--- src/rtl/alarm_clock_core.sv ---
// alarm_clock_core: hr:min:sec time-of-day counter advanced by a 1 Hz tick,
// run-time loadable, with NUM_ALARMS independent alarm channels.
// Ports: clk, rst (sync, active-high), tick, set_valid/set_hr/set_min/set_sec,
//   alm_wr/alm_sel/alm_hr/alm_min/alm_arm, ack[], snooze[] ->
//   hr/min/sec, ringing[], rollover, set_err.
// Build option: define ALARM_SNOOZE_EN to honour snooze[] (SNOOZED state).
module alarm_clock_core #(
    parameter int NUM_ALARMS    = 2,
    parameter int HOURS_PER_DAY = 24,
    parameter int RING_SECS     = 60,
    parameter int SNOOZE_MIN    = 5,
    localparam int AW = (NUM_ALARMS > 1) ? $clog2(NUM_ALARMS) : 1
) (
    input  logic                  clk,
    input  logic                  rst,
    input  logic                  tick,
    input  logic                  set_valid,
    input  logic [4:0]            set_hr,
    input  logic [5:0]            set_min,
    input  logic [5:0]            set_sec,
    input  logic                  alm_wr,
    input  logic [AW-1:0]         alm_sel,
    input  logic [4:0]            alm_hr,
    input  logic [5:0]            alm_min,
    input  logic                  alm_arm,
    input  logic [NUM_ALARMS-1:0] ack,
    input  logic [NUM_ALARMS-1:0] snooze,
    output logic [4:0]            hr,
    output logic [5:0]            min,
    output logic [5:0]            sec,
    output logic [NUM_ALARMS-1:0] ringing,
    output logic                  rollover,
    output logic                  set_err
);
    localparam int RW = $clog2(RING_SECS + 1);

    typedef enum logic [1:0] {
        S_IDLE = 2'd0,
        S_RING = 2'd1,
        S_SNZ  = 2'd2
    } st_t;

    logic [4:0] inc_hr;
    logic [5:0] inc_min;
    logic [5:0] inc_sec;
    logic       wrap;
    logic       tick_adv;
    logic       load_ok;
    logic       wr_ok;

    logic [NUM_ALARMS-1:0]        armed;
    logic [NUM_ALARMS-1:0][4:0]   a_hr;
    logic [NUM_ALARMS-1:0][5:0]   a_min;
    logic [NUM_ALARMS-1:0]        wsel;
    logic [NUM_ALARMS-1:0]        hit;

    st_t  [NUM_ALARMS-1:0]        st;
    st_t  [NUM_ALARMS-1:0]        st_n;
    logic [NUM_ALARMS-1:0][RW-1:0] rc;
    logic [NUM_ALARMS-1:0][RW-1:0] rc_n;
    logic [NUM_ALARMS-1:0]        ring_n;

`ifdef ALARM_SNOOZE_EN
    localparam int SNZ = SNOOZE_MIN * 60;
    localparam int SW  = $clog2(SNZ + 1);
    logic [NUM_ALARMS-1:0][SW-1:0] sc;
    logic [NUM_ALARMS-1:0][SW-1:0] sc_n;
`else
    logic unused_snooze;
    assign unused_snooze = ^snooze;
`endif

    // A load in the same cycle swallows the tick.
    assign tick_adv = tick & ~set_valid;

    assign load_ok = (32'(set_hr) < HOURS_PER_DAY) &&
                     (set_min <= 6'd59) && (set_sec <= 6'd59);

    assign wr_ok = (32'(alm_sel) < NUM_ALARMS) &&
                   (32'(alm_hr) < HOURS_PER_DAY) && (alm_min <= 6'd59);

    // Time one tick ahead of the current value.
    always_comb begin
        inc_hr  = hr;
        inc_min = min;
        inc_sec = sec + 6'd1;
        wrap    = 1'b0;
        if (sec == 6'd59) begin
            inc_sec = 6'd0;
            inc_min = min + 6'd1;
            if (min == 6'd59) begin
                inc_min = 6'd0;
                inc_hr  = hr + 5'd1;
                if (hr == 5'(HOURS_PER_DAY - 1)) begin
                    inc_hr = 5'd0;
                    wrap   = 1'b1;
                end
            end
        end
    end

    always_ff @(posedge clk) begin
        if (rst) begin
            hr       <= 5'd0;
            min      <= 6'd0;
            sec      <= 6'd0;
            rollover <= 1'b0;
            set_err  <= 1'b0;
        end else begin
            rollover <= tick_adv & wrap;
            set_err  <= (set_valid & ~load_ok) | (alm_wr & ~wr_ok);
            if (set_valid) begin
                if (load_ok) begin
                    hr  <= set_hr;
                    min <= set_min;
                    sec <= set_sec;
                end
            end else if (tick) begin
                hr  <= inc_hr;
                min <= inc_min;
                sec <= inc_sec;
            end
        end
    end

    always_ff @(posedge clk) begin
        if (rst) begin
            armed <= '0;
            a_hr  <= '0;
            a_min <= '0;
        end else begin
            for (int i = 0; i < NUM_ALARMS; i++) begin
                if (wsel[i]) begin
                    armed[i] <= alm_arm;
                    a_hr[i]  <= alm_hr;
                    a_min[i] <= alm_min;
                end
            end
        end
    end

    // Trigger only when the tick itself lands on hh:mm:00.
    always_comb begin
        for (int i = 0; i < NUM_ALARMS; i++) begin
            wsel[i] = alm_wr && wr_ok && (alm_sel == AW'(i));
            hit[i]  = tick_adv && armed[i] && (inc_sec == 6'd0) &&
                      (inc_min == a_min[i]) && (inc_hr == a_hr[i]);
        end
    end

    always_ff @(posedge clk) begin
        if (rst) begin
            st      <= {NUM_ALARMS{S_IDLE}};
            rc      <= '0;
            ringing <= '0;
`ifdef ALARM_SNOOZE_EN
            sc      <= '0;
`endif
        end else begin
            st      <= st_n;
            rc      <= rc_n;
            ringing <= ring_n;
`ifdef ALARM_SNOOZE_EN
            sc      <= sc_n;
`endif
        end
    end

    always_comb begin
        st_n = st;
        rc_n = rc;
`ifdef ALARM_SNOOZE_EN
        sc_n = sc;
`endif
        for (int i = 0; i < NUM_ALARMS; i++) begin
            if (wsel[i]) begin
                st_n[i] = S_IDLE;
            end else begin
                case (st[i])
                    S_IDLE: begin
                        if (hit[i] && !ack[i]) begin
                            st_n[i] = S_RING;
                            rc_n[i] = '0;
                        end
                    end
                    S_RING: begin
                        if (ack[i]) begin
                            st_n[i] = S_IDLE;
`ifdef ALARM_SNOOZE_EN
                        end else if (snooze[i]) begin
                            st_n[i] = S_SNZ;
                            sc_n[i] = '0;
`endif
                        end else if (tick_adv) begin
                            if (rc[i] == RW'(RING_SECS - 1))
                                st_n[i] = S_IDLE;
                            else
                                rc_n[i] = rc[i] + RW'(1);
                        end
                    end
`ifdef ALARM_SNOOZE_EN
                    S_SNZ: begin
                        if (ack[i]) begin
                            st_n[i] = S_IDLE;
                        end else if (tick_adv) begin
                            if (sc[i] == SW'(SNZ - 1)) begin
                                st_n[i] = S_RING;
                                rc_n[i] = '0;
                            end else begin
                                sc_n[i] = sc[i] + SW'(1);
                            end
                        end
                    end
`endif
                    default: st_n[i] = S_IDLE;
                endcase
            end
        end
    end

    always_comb begin
        for (int i = 0; i < NUM_ALARMS; i++)
            ring_n[i] = (st_n[i] == S_RING);
    end

endmodule

--- config.mk ---
export PLATFORM = sky130hd
export DESIGN_NAME = alarm_clock_core
export DESIGN_NICKNAME = d
export VERILOG_FILES = /design/src/rtl/alarm_clock_core.sv
export SDC_FILE = /design/constraint.sdc
export NUM_CORES = 1
export LEC_CHECK = 0
export ABC_AREA = 0
export CORE_AREA = 3 3 88 90
export DETAILED_ROUTE_END_ITERATION = 10
export DIE_AREA = 0 0 91 93
export GPL_TIMING_DRIVEN = 0
export MAX_ROUTING_LAYER = met4
export PLACE_DENSITY_LB_ADDON = 0.15
export SYNTH_ARGS = -nofsm -noshare
export SYNTH_HDL_FRONTEND = slang
export SYNTH_SLANG_ARGS = --single-unit
--- constraint.sdc ---
create_clock -name clk -period 7.75 [get_ports clk]
set_input_delay 0.775 -clock clk [delete_from_list [all_inputs] [get_ports clk]]
set_output_delay 0.775 -clock clk [all_outputs]
set_load 0.005 [all_outputs]
==> impl_metrics.env <==
export IMPL_status="finished, final reports clean"
export IMPL_synth_top_area_share_pct=32.67
export IMPL_synth_edf_count=0
export IMPL_yosys_area_top_type="dfxtp_1"
export IMPL_ir_worst_vdd_uv=122.7
export IMPL_hp_class="flip-flop to flip-flop"
export IMPL_grt_pass1_wl_mm=18.17
export IMPL_holdPathStages=2
export IMPL_grt_usage_pct=27.76
export IMPL_p_sw_uw=229.9
export IMPL_yosysMostFrequentCell="nor2_1"
export IMPL_fin_crit_sh_pct=46.06
export IMPL_cts_buffers_inserted=9
export IMPL_setup_viol=0
export IMPL_path_class="flip-flop to flip-flop"
export IMPL_slew_viol_final=0
export IMPL_drtIter0Drc=453
export IMPL_ys_ff_latch=61
export IMPL_cp_end_kind="flip-flop"
export IMPL_htreeDepth=3
export IMPL_root_buffer="clkbuf_8"
export IMPL_num_antenna_cells=0
export IMPL_gr_total_overflow=0
export IMPL_ff2ff_setup_slack_ns=4.18
export IMPL_cts_repair_resize_count=0
export IMPL_p_leak_uw=0.001838
export IMPL_whs_ns=0.4739
export IMPL_synth_main_ff_cell="dfxtp_1"
export IMPL_hold_path_endpoint="rc[1]$_SDFFE_PP0P_"
export IMPL_grt_max_degree=12
export IMPL_cts_sinks=61
export IMPL_die_w_um=91
export IMPL_path_max_fanout=7
export IMPL_grt_pass1_vias=3554
export IMPL_dieArea_sq_um=8463
export IMPL_synth_cell_types=67
export IMPL_dr_pass1_iters=5
export IMPL_ios=60
export IMPL_power_switching_share_pct=28.07
export IMPL_power_uw=819.2
export IMPL_gp_congestion=0.9357
export IMPL_netlist_area_sq_um=3737
export IMPL_fin_crit_ns=3.570
export IMPL_rr_worst_depth=10
export IMPL_fin_nets=581
export IMPL_seq_area_frac_synth_pct=32.67
export IMPL_crit_chain="ha_1, nand3b_1, nor4_2, xnor2_1, or3b_1, nor4_1, a31o_1, nand2_2, or3_1, a21oi_1"
export IMPL_detail_route_wl_per_cell_um=17.26
export IMPL_async_reset_ff_share_pct=0
export IMPL_cell_internal_pwr_uw=589.3
export IMPL_worstHoldStart="rc[1]$_SDFFE_PP0P_"
export IMPL_worstPathArrival_ns=3.85
export IMPL_clk_pin_slew_worst_paths_ns=0.08
export IMPL_setup_tns_ns=0
export IMPL_p_comb_share_pct=18.0
export IMPL_maxSlewHeadroom_pct=44.19
export IMPL_cts_setup_buffers=0
export IMPL_fin_skew_ns=0.009686
export IMPL_max_freq_mhz=280.1
export IMPL_vias=3817
export IMPL_port_buffers=56
export IMPL_fin_area_sq_um=4649
export IMPL_max_stage_delay_ns=0.58
export IMPL_avgViaCountPerCell=5.964
export IMPL_std_cell_rows=31
export IMPL_core_sq_um=7137
export IMPL_crit_reg2reg_launch="min[1]$_SDFFE_PP0P_"
export IMPL_clk_latency_ns=0.36
export IMPL_syn_area_per_cell_sq_um=7.986
export IMPL_drive_above_1_share_pct=6.654
export IMPL_setup_ws_ns=4.180
export IMPL_seqPwrFrac_pct=42.1
export IMPL_dp_hpwl_mm=8.275
export IMPL_cts_path_max_buffers=2
export IMPL_drc=0
export IMPL_cap_violations=0
export IMPL_cts_tree="built"
export IMPL_routed_wl_mm=11.05
export IMPL_initial_core_util_pct=52.37
export IMPL_placed_area_sq_um=4425
export IMPL_antenna_found_initial=0
export IMPL_fp_dieH_um=93
export IMPL_ys_warnings_count=0
export IMPL_worstPathRequired_ns=8.03
export IMPL_finalHoldViolCount=0
export IMPL_synth_cells=468
export IMPL_rsz0062_at_grt="false"
export IMPL_tightest_slew_ns=0.8371
export IMPL_postCtsHoldBufs=0
export IMPL_area_delta_synth_final_pct=24.41
export IMPL_cp_slowest_cell="nor4_2"
export IMPL_p_clk_share_pct=39.9
export IMPL_r2r_end="rc[7]$_SDFFE_PP0P_"
export IMPL_synth_common_cells="77 x nor2_1, 61 x dfxtp_1, 33 x a21oi_1, 31 x mux2i_1, 24 x nand2_1"
export IMPL_worstSetupStartpointType="flip-flop"
export IMPL_power_density_nw_per_um2=176.2
export IMPL_synthTopCellsByArea="dfxtp_1 33%, mux2i_1 8.3%, nor2_1 7.7%"
export IMPL_ant_nets=0
export IMPL_dpl_worst_slack_ns=4.102
## worst max-delay path, delay by kind of cell, from the launching register on
family / cells / cell delay, ns
adders and majority gates: 1 / 0.34
and+or+nand+nor: 6 / 2.10
xor gates and xnor gates: 1 / 0.20
DFF: 1 / 0.46
AOI/OAI and AO/OA: 2 / 0.40
## final cells by class
class / instances / area, sq um
Fill cell: 627 / 2487
Buffer: 26 / 111.4
Inverter: 11 / 41.29
Clock buffer: 11 / 141.4
Timing Repair Buffer: 56 / 560.5
Clock inverter: 5 / 82.58
Multi-Input combinational cell: 371 / 2367
Tap cell: 99 / 123.9
Sequential cell: 61 / 1221
## per-stage QoR
step           instances  utilization (%)
5_1_grt              640            65.15
3_5_place_dp         624            62.01
4_1_cts              640            65.15
6_report             640            65.15
3_3_place_gp         624            62.01
2_1_floorplan        469                -
## flip-flops by register name, summed over array words and instances, names as in the netlist
name	count
st	4
a_min	12
set_err	1
a_hr	10
armed	2
rc	12
ringing	2
min	6
hr	5
sec	6
rollover	1
## metal layers
layer  global-route usage [%]  up-vias  part of all wire, %
li1                         -     1839                    -
met2                    40.59      167                   45
met1                    38.49     1788                   46
met5                        -        -                    0
met4                    9.045        0                  2.1
met3                    5.712       23                  7.6
## how the worst max path moves through the flow
stage,slack [ns],from,endpoint
global route,3.95,min[1]$_SDFFE_PP0P_,rc[7]$_SDFFE_PP0P_
CTS,4.24,min[1]$_SDFFE_PP0P_,rc[7]$_SDFFE_PP0P_
global placement,4.12,set_valid,rc[7]$_SDFFE_PP0P_
finish,4.18,min[1]$_SDFFE_PP0P_,rc[7]$_SDFFE_PP0P_
detailed placement,4.10,set_valid,rc[7]$_SDFFE_PP0P_
floorplan,4.95,sec[0]$_SDFFE_PP0P_,rc[7]$_SDFFE_PP0P_
## cells by family (layout without fill, tap and decap cells)
| group | after synthesis | in the layout | share of synthesized area, % |
|---|---|---|---|
| and+or+nand+nor | 211 | 211 | 30.13 |
| AOI/OAI and AO/OA | 98 | 98 | 16.87 |
| DFF | 61 | 61 | 32.67 |
| buffers and inverters | 37 | 109 | 4.084 |
| muxes | 33 | 33 | 9.207 |
| xor gates and xnor gates | 21 | 21 | 4.921 |
| adders and majority gates | 6 | 6 | 2.009 |
| other | 1 | 2 | 0.1003 |
## power by group through the flow
stage                     Clock (uW)  Sequential, uW  Combinational, uW
final                            327             345                148
after global routing             341             347                161
after CTS                        328             344                146
after detailed placement           0             352                144
after global placement             0             351                144
after floorplan                    0             347               84.8
## cell usage in the layout (no fill, tap or decap), types with 10 or more instances in the layout
| master | count |
|---|---|
| nand2_1 | 24 |
| xnor2_1 | 16 |
| clkdlybuf4s50_1 | 56 |
| nand2b_1 | 12 |
| inv_1 | 11 |
| nor4_1 | 11 |
| clkbuf_1 | 16 |
| clkbuf_8 | 10 |
| nor2_1 | 77 |
| nand4_1 | 10 |
| dfxtp_1 | 61 |
| a21oi_1 | 33 |
| mux2i_1 | 31 |
| o21ai_0 | 11 |
| nand3_1 | 16 |
No activity file was read; power rests on OpenSTA's default activity.
